### config.mk
export PLATFORM = sky130hd
export DESIGN_NAME = sdr_16_rd_capture_flat
export DESIGN_NICKNAME = d
export VERILOG_FILES = /design/src/rtl/sdr_16_rd_capture_pkg.sv /design/src/rtl/sdr_16_rd_capture_if.sv /design/src/rtl/sdr_16_rd_fifo.sv /design/src/rtl/sdr_16_rd_capture.sv /design/src/flat_wrapper.sv
export SDC_FILE = /design/constraint.sdc
export NUM_CORES = 1
export LEC_CHECK = 0
export ABC_CLOCK_PERIOD_IN_PS = 3000
export BUFFER_PORTS_ARGS = -buffer_cell sky130_fd_sc_hd__buf_4
export CAP_MARGIN = 20
export CORE_MARGIN = 5
export CORE_UTILIZATION = 35
export CTS_CLUSTER_SIZE = 10
export DETAILED_ROUTE_END_ITERATION = 6
export PLACE_DENSITY = 0.55
export SLEW_MARGIN = 10
export SYNTH_ARGS = -nofsm -noshare
export SYNTH_HDL_FRONTEND = slang
export SYNTH_HIERARCHICAL = 1
export SYNTH_SLANG_ARGS = --single-unit
### constraint.sdc
create_clock -name sdram_clk -period 3 [get_ports sdram_clk]
set_input_delay 0.3 -clock sdram_clk [delete_from_list [all_inputs] [get_ports sdram_clk]]
set_output_delay 0.3 -clock sdram_clk [all_outputs]
set_load 0.1 [all_outputs]
### src/rtl/sdr_16_rd_capture_pkg.sv
// Shared encodings for the 16-bit SDR controller: SDRAM commands, burst types,
// CAS latency codes and the read-capture beat-assembler states.
package sdr_16_pkg;

   // {ras_n, cas_n, we_n}
   localparam logic [2:0] CMD_NOP = 3'b111;
   localparam logic [2:0] CMD_ACT = 3'b011;
   localparam logic [2:0] CMD_RD  = 3'b101;
   localparam logic [2:0] CMD_WR  = 3'b100;
   localparam logic [2:0] CMD_PCH = 3'b010;
   localparam logic [2:0] CMD_RFR = 3'b001;
   localparam logic [2:0] CMD_LMR = 3'b000;

   localparam logic [1:0] BTE_LINEAR = 2'b00;
   localparam logic [1:0] BTE_BEAT4  = 2'b01;
   localparam logic [1:0] BTE_BEAT8  = 2'b10;
   localparam logic [1:0] BTE_BEAT16 = 2'b11;

   localparam logic [2:0] CL_2 = 3'b010;
   localparam logic [2:0] CL_3 = 3'b011;

   typedef enum logic [1:0] {
      ST_IDLE = 2'd0,
      ST_B0   = 2'd1,
      ST_B1   = 2'd2
   } asm_state_t;

   function automatic logic [2:0] cl_code(input int cl);
      return (cl == 3) ? CL_3 : CL_2;
   endfunction

endpackage

### src/rtl/sdr_16_rd_capture_if.sv
// Read-capture bus: command strobe and DQ in, packed 32-bit words out with valid/ready.
interface sdr_16_rd_capture_if;
   logic        cmd_read;
   logic [15:0] dq_i;
   logic [31:0] dat_o;
   logic        valid_o;
   logic        ready_i;
   logic        ovf_o;
   logic        busy_o;

   modport master (
      output cmd_read, dq_i, ready_i,
      input  dat_o, valid_o, ovf_o, busy_o
   );

   modport slave (
      input  cmd_read, dq_i, ready_i,
      output dat_o, valid_o, ovf_o, busy_o
   );
endinterface

### src/rtl/sdr_16_rd_fifo.sv
// Synchronous FIFO, depth 2**aw, with a registered head word on pop_dat.
// Latency: push to !empty 1 cycle. Backpressure: push when full is dropped unless a pop frees a slot.
// Pop while empty is ignored.
module sdr_16_rd_fifo #(
   parameter int dw = 32,
   parameter int aw = 2
) (
   input  logic          clk,
   input  logic          rst,
   input  logic          push,
   input  logic [dw-1:0] push_dat,
   input  logic          pop,
   output logic [dw-1:0] pop_dat,
   output logic          full,
   output logic          empty
);
   localparam logic [aw:0] PTR_ONE = {{aw{1'b0}}, 1'b1};

   logic [dw-1:0] mem [2**aw];
   logic [aw:0]   wr_ptr;
   logic [aw:0]   rd_ptr;
   logic [aw:0]   rd_nxt;
   logic [dw-1:0] head_nxt;
   logic          push_ok;
   logic          pop_ok;

   assign empty   = (wr_ptr == rd_ptr);
   assign full    = (wr_ptr[aw] != rd_ptr[aw]) && (wr_ptr[aw-1:0] == rd_ptr[aw-1:0]);
   assign pop_ok  = pop && !empty;
   assign push_ok = push && (!full || pop_ok);

   // Head after this edge: a word written into the slot that becomes head bypasses the array.
   always_comb begin
      rd_nxt   = rd_ptr + {{aw{1'b0}}, pop_ok};
      head_nxt = mem[rd_nxt[aw-1:0]];
      if (push_ok && (wr_ptr[aw-1:0] == rd_nxt[aw-1:0])) begin
         head_nxt = push_dat;
      end
   end

   always_ff @(posedge clk or posedge rst) begin
      if (rst) begin
         wr_ptr  <= '0;
         rd_ptr  <= '0;
         pop_dat <= '0;
      end else begin
         if (push_ok) begin
            wr_ptr <= wr_ptr + PTR_ONE;
         end
         rd_ptr  <= rd_nxt;
         pop_dat <= head_nxt;
      end
   end

   always_ff @(posedge clk) begin
      if (push_ok) begin
         mem[wr_ptr[aw-1:0]] <= push_dat;
      end
   end
endmodule

### src/rtl/sdr_16_rd_capture.sv
// SDR read capture: tracks reads through CAS latency, packs two 16-bit beats into a word.
// Latency: cmd_read at T -> valid_o at T+3+cl (+1 with SDR_RD_CAPTURE_INREG_EN, which registers dq_i).
// Backpressure: ready_i pops the FIFO; a word arriving with the FIFO full and no pop is dropped, ovf_o sticks.
module sdr_16_rd_capture
   import sdr_16_pkg::*;
#(
   parameter int cl      = 2,
   parameter int fifo_aw = 2
) (
   input logic                sdram_clk,
   input logic                sdram_rst,
   sdr_16_rd_capture_if.slave bus
);
   logic [15:0] dq_s;

`ifdef SDR_RD_CAPTURE_INREG_EN
   localparam int D = 1;
   logic [15:0] dq_r;

   always_ff @(posedge sdram_clk or posedge sdram_rst) begin
      if (sdram_rst) begin
         dq_r <= '0;
      end else begin
         dq_r <= bus.dq_i;
      end
   end
   assign dq_s = dq_r;
`else
   localparam int D = 0;
   assign dq_s = bus.dq_i;
`endif

   // One slot for the controller's registered cmd output, then CAS latency, then the input flop.
   localparam int PIPE_LEN = 1 + cl + D;

   logic [PIPE_LEN-1:0] pipe;
   logic                tail;
   asm_state_t          state;
   logic [15:0]         hi;
   logic                push;
   logic                pop;
   logic                full;
   logic                empty;

   assign tail = pipe[PIPE_LEN-1];

   always_ff @(posedge sdram_clk or posedge sdram_rst) begin
      if (sdram_rst) begin
         pipe <= '0;
      end else begin
         pipe <= {pipe[PIPE_LEN-2:0], bus.cmd_read};
      end
   end

   always_ff @(posedge sdram_clk or posedge sdram_rst) begin
      if (sdram_rst) begin
         state <= ST_IDLE;
         hi    <= '0;
      end else begin
         case (state)
            ST_IDLE: begin
               if (tail) begin
                  hi    <= dq_s;
                  state <= ST_B0;
               end
            end
            ST_B0: begin
               state <= ST_B1;
            end
            ST_B1: begin
               if (tail) begin
                  hi    <= dq_s;
                  state <= ST_B0;
               end else begin
                  state <= ST_IDLE;
               end
            end
            default: state <= ST_IDLE;
         endcase
      end
   end

   // The second beat goes straight into the FIFO on the edge that samples it.
   assign push = (state == ST_B0);
   assign pop  = !empty && bus.ready_i;

   sdr_16_rd_fifo #(
      .dw(32),
      .aw(fifo_aw)
   ) u_fifo (
      .clk      (sdram_clk),
      .rst      (sdram_rst),
      .push     (push),
      .push_dat ({hi, dq_s}),
      .pop      (pop),
      .pop_dat  (bus.dat_o),
      .full     (full),
      .empty    (empty)
   );

   always_ff @(posedge sdram_clk or posedge sdram_rst) begin
      if (sdram_rst) begin
         bus.ovf_o <= 1'b0;
      end else if (push && full && !pop) begin
         bus.ovf_o <= 1'b1;
      end
   end

   assign bus.valid_o = !empty;
   assign bus.busy_o  = (|pipe) || (state != ST_IDLE);

   // Reads issued one cycle apart would land a new first beat on top of an unfinished word.
   a_no_overlap: assert property (@(posedge sdram_clk) disable iff (sdram_rst)
      !(tail && (state == ST_B0)));
endmodule

### src/flat_wrapper.sv
// flat-port wrapper written by rule: the top's interface ports become plain ports
module sdr_16_rd_capture_flat import sdr_16_pkg::*;
#(
   parameter int cl      = 2,
   parameter int fifo_aw = 2
)
  (sdram_clk, sdram_rst, bus_cmd_read, bus_dq_i, bus_ready_i, bus_dat_o, bus_valid_o, bus_ovf_o, bus_busy_o);
  sdr_16_rd_capture_if bus_i ();
  input logic sdram_clk;
  input logic sdram_rst;
  input wire logic [$bits(bus_i.cmd_read)-1:0] bus_cmd_read;
  input wire logic [$bits(bus_i.dq_i)-1:0] bus_dq_i;
  input wire logic [$bits(bus_i.ready_i)-1:0] bus_ready_i;
  output wire logic [$bits(bus_i.dat_o)-1:0] bus_dat_o;
  output wire logic [$bits(bus_i.valid_o)-1:0] bus_valid_o;
  output wire logic [$bits(bus_i.ovf_o)-1:0] bus_ovf_o;
  output wire logic [$bits(bus_i.busy_o)-1:0] bus_busy_o;
  assign bus_i.cmd_read = bus_cmd_read;
  assign bus_i.dq_i = bus_dq_i;
  assign bus_i.ready_i = bus_ready_i;
  assign bus_dat_o = bus_i.dat_o;
  assign bus_valid_o = bus_i.valid_o;
  assign bus_ovf_o = bus_i.ovf_o;
  assign bus_busy_o = bus_i.busy_o;
  sdr_16_rd_capture #(.cl(cl), .fifo_aw(fifo_aw)) u_core (.sdram_clk(sdram_clk), .sdram_rst(sdram_rst), .bus(bus_i));
endmodule
==> results.cfg <==
[route]
wire_per_inst_um = 19.59
drt_pass1_iterations = 4
ant_nets = 0
route.vias.total = 3166
avgViaCountPerCell = 4.608
drtIter0Drc = 186
finalWirelength_mm = 13.46
remaining_drc_errors = 0

[cts]
clk_pin_slew_worst_paths_ns = 0.07
cts.repair_timing.setup_buffer_count = 0
worst_skew_pair.late_latency_ns = 0.42
cts_made_buffers = 17
tritoncts_clock_tree = yes
clock_tree_sinks = 188
clock_root_buffer = sky130_fd_sc_hd__clkbuf_16
clock_tree.htree_level_count = 4
ctsLongestPathBuffers = 2

[critical_path]
setup.worst_path.class = register to register
slowest_delay_ns = 0.53
critical_path.top_delay_family = multiplexers
critical_path_depth = 11
crit_slowest_cell = sky130_fd_sc_hd__mux4_2
crit-reg2reg-launch = u_core/u_fifo/rd_ptr[0]
critical_path.endpoint_type = register
worst_ep_arrival_time_ns = 3.09
worst-path-buf-inv = 3
r2r_setup_slack_ns = 0.21
crit-reg2reg-capture = u_core/u_fifo/pop_dat[28]
critPathLaunchType = register
r2r_cells = 11
critPathRequiredTime_ns = 3.30
timing.critical_path.cells = xnor2_1 -> nand2_1 -> nor2_1 -> nand2b_1 -> inv_1 -> inv_1 -> nor2_1 -> ha_2 -> buf_4 -> mux4_2 -> mux2_4
critPathMaxFanout = 10

[flow_run]
maxCapViolCount = 0

[timing]
final_min_period_over_clock_period_pct = 93.12
setup-violations-final = 0
skew_ns = 0.006867
finalHoldViolCount = 0
worst_pin_slew_ns = 0.9575
rsz0062_at_grt = false
period_minus_slack_ns = 2.793
clock.fmax_mhz = 358.0
slew_headroom_pct = 36.08
final-max-slew-violation-count = 0

[final_layout]
proportion_of_layout_cells_with_a_drive_suffix_above_1_pct = 46.76
nets = 430
multiInputGateArea_sq_um = 1708
antennaDiodeCount = 0
area.growth.synth_to_final_pct = 20.59
final_cell_area_sq_um = 8697
register_area_sq_um = 5345
layout.filler_cells = 1751

[global_route]
largest_net_degree_at_the_start_of_global_routing = 39
grt_first_pass_wirelength_mm = 20.87
global_route.usage.total_pct = 11.70
groute.layer.met3.usage_pct = 3.485
grt_antenna_before_repair = 0
grt_util_met2_pct = 20.01
globalRouteOverflowTotal = 0
most_used_routing_layer = met2
vias_in_the_first_global_route = 3579
met1_track_demand_over_resource_in_global_routing_pct = 14.57

[hold_path]
hp-start = bus_dq_i[10]
min_delay_path_depth = 1
worstHoldEndpoint = u_core/u_fifo/mem[1][10]
hold_class = primary input to register

[place]
finalWeightedCongestion = 0.6863
hpwlAfterDp_mm = 8.104
placement.cell_area_sq_um = 8000
placement.io_buffers = 54

[floorplan]
fp-row-count = 52
die_y_um = 153.5
core_outline_area_sq_um = 20230
start_util_pct = 35.64
ios = 55
floorplan.die_area_sq_um = 23580
die_w_um = 153.5

[synth]
post_synth_inst_count = 324
count_of_distinct_cell_types_in_the_synthesized_netlist = 27
synth-edff-count = 128
syn_area_sq_um = 7212
postSynth.asyncResetShare_pct = 31.91
count_of_yosys_warnings_during_synthesis = 6
synthesis.nets = 350
synth-seq-cells = 188
synth_flop_cell = sky130_fd_sc_hd__edfxtp_1
synth_area_per_cell_sq_um = 22.26
synth.yosys.seq_area_share_pct = 74.12

[run_status]
status = finished clean
-- placed cells by master (no fill, tap or decap), types with 2 or more instances in the layout --
cell	Yosys	routed
sky130_fd_sc_hd__buf_4	0	67
sky130_fd_sc_hd__nor2_1	3	3
sky130_fd_sc_hd__nor2b_1	2	2
sky130_fd_sc_hd__xor2_1	2	2
sky130_fd_sc_hd__nand2_1	3	3
sky130_fd_sc_hd__ha_1	6	5
sky130_fd_sc_hd__inv_1	8	7
sky130_fd_sc_hd__clkinv_2	0	3
sky130_fd_sc_hd__xnor2_1	5	5
sky130_fd_sc_hd__dlygate4sd3_1	0	2
sky130_fd_sc_hd__clkinv_4	0	4
sky130_fd_sc_hd__inv_6	0	2
sky130_fd_sc_hd__dfrtp_1	60	60
sky130_fd_sc_hd__mux2_2	9	9
sky130_fd_sc_hd__bufinv_16	0	4
sky130_fd_sc_hd__clkbuf_16	0	18
sky130_fd_sc_hd__clkinv_1	0	2
sky130_fd_sc_hd__mux4_2	32	32
sky130_fd_sc_hd__edfxtp_1	128	128
sky130_fd_sc_hd__mux2_4	39	39
sky130_fd_sc_hd__and2_2	4	4
sky130_fd_sc_hd__buf_12	4	4
-- synth_stat cells, drive strengths merged (2+ instances only) --
| master | count | area [sq um] |
|---|---|---|
| nor2 | 3 | 11.26 |
| nand2 | 3 | 11.26 |
| dfrtp | 60 | 1501 |
| mux2 | 48 | 686.9 |
| edfxtp | 128 | 3844 |
| buf | 10 | 121.4 |
| xor2 | 3 | 33.79 |
| and2 | 4 | 30.03 |
| and3 | 2 | 13.77 |
| nor2b | 3 | 21.27 |
| inv | 8 | 30.03 |
| clkbuf | 4 | 15.01 |
| ha | 6 | 75.07 |
| mux4 | 32 | 720.7 |
| xnor2 | 5 | 43.79 |
-- through the flow --
step	setup WS [ns]	utilization, %	setup TNS (ns)	instances	hold WS [ns]
finish	0.2065	42.98	0	687	0.1026
detailed placement	0.1658	39.54	0	651	0.3682
global placement	0.2310	39.54	0	651	0.3614
floorplan	-0.01607	-	-0.4820	324	0.2892
global route	0.01123	42.98	0	687	0.07256
CTS	0.1478	42.65	0	684	0.08332
-- layout make-up --
cell class                 count  share of cell area (%)
clock buffer                  17                   4.891
clock inverter                15                   2.244
inverter                       8                  0.3453
multi-input combinational    114                   19.64
sequential                   188                   61.46
tap                          270                   3.884
timing repair buffer          75                   7.538
-- cells by family after synthesis --
family                   Yosys count  synth area share [%]
AO/OA/AOI/OAI                      3                0.5725
XOR/XNOR                           8                 1.076
adder cells (fa/ha/maj)            6                 1.041
buffers and inverters             22                 2.307
flip-flops                       188                 74.12
multiplexers                      80                 19.52
AND/OR/NAND/NOR                   17                 1.371
-- routing by layer --
layer	wire [um]	up-vias
met3	404	9
met5	0	-
met1	5989	1687
li1	-	1415
met2	6947	55
met4	113	0
-- flip-flops by register name, indices dropped and copies added (netlist names) --
| name | flops |
|---|---|
| u_core/bus.ovf_o | 1 |
| u_core/hi | 16 |
| u_core/pipe | 3 |
| u_core/state | 2 |
| u_core/u_fifo/mem | 128 |
| u_core/u_fifo/pop_dat | 32 |
| u_core/u_fifo/rd_ptr | 3 |
| u_core/u_fifo/wr_ptr | 3 |
-- worst max-delay path by stage --
stage / start / end / slack (ns)
after floorplan: u_core/u_fifo/wr_ptr[1] / u_core/u_fifo/pop_dat[10] / -0.02
after global placement: u_core/u_fifo/rd_ptr[0] / u_core/u_fifo/pop_dat[31] / 0.23
after detailed placement: u_core/u_fifo/rd_ptr[0] / u_core/u_fifo/pop_dat[31] / 0.17
after CTS: u_core/u_fifo/rd_ptr[0] / u_core/u_fifo/pop_dat[31] / 0.15
after global routing: u_core/u_fifo/rd_ptr[0] / u_core/u_fifo/pop_dat[28] / 0.01
final: u_core/u_fifo/rd_ptr[0] / u_core/u_fifo/pop_dat[28] / 0.21
-- what timing repair did --
| item | 4_1_cts | 5_1_grt |
|---|---|---|
| endpoints found under the hold margin | 1 | 8 |
| hold buffers | 1 | 1 |
| endpoints found under the setup margin | 0 | 25 |
| gates resized for setup | 0 | 1 |
Power is left out: the tool's default activity adds up to more than one toggle a clock period on the data nets, which glitch-free logic cannot reach.
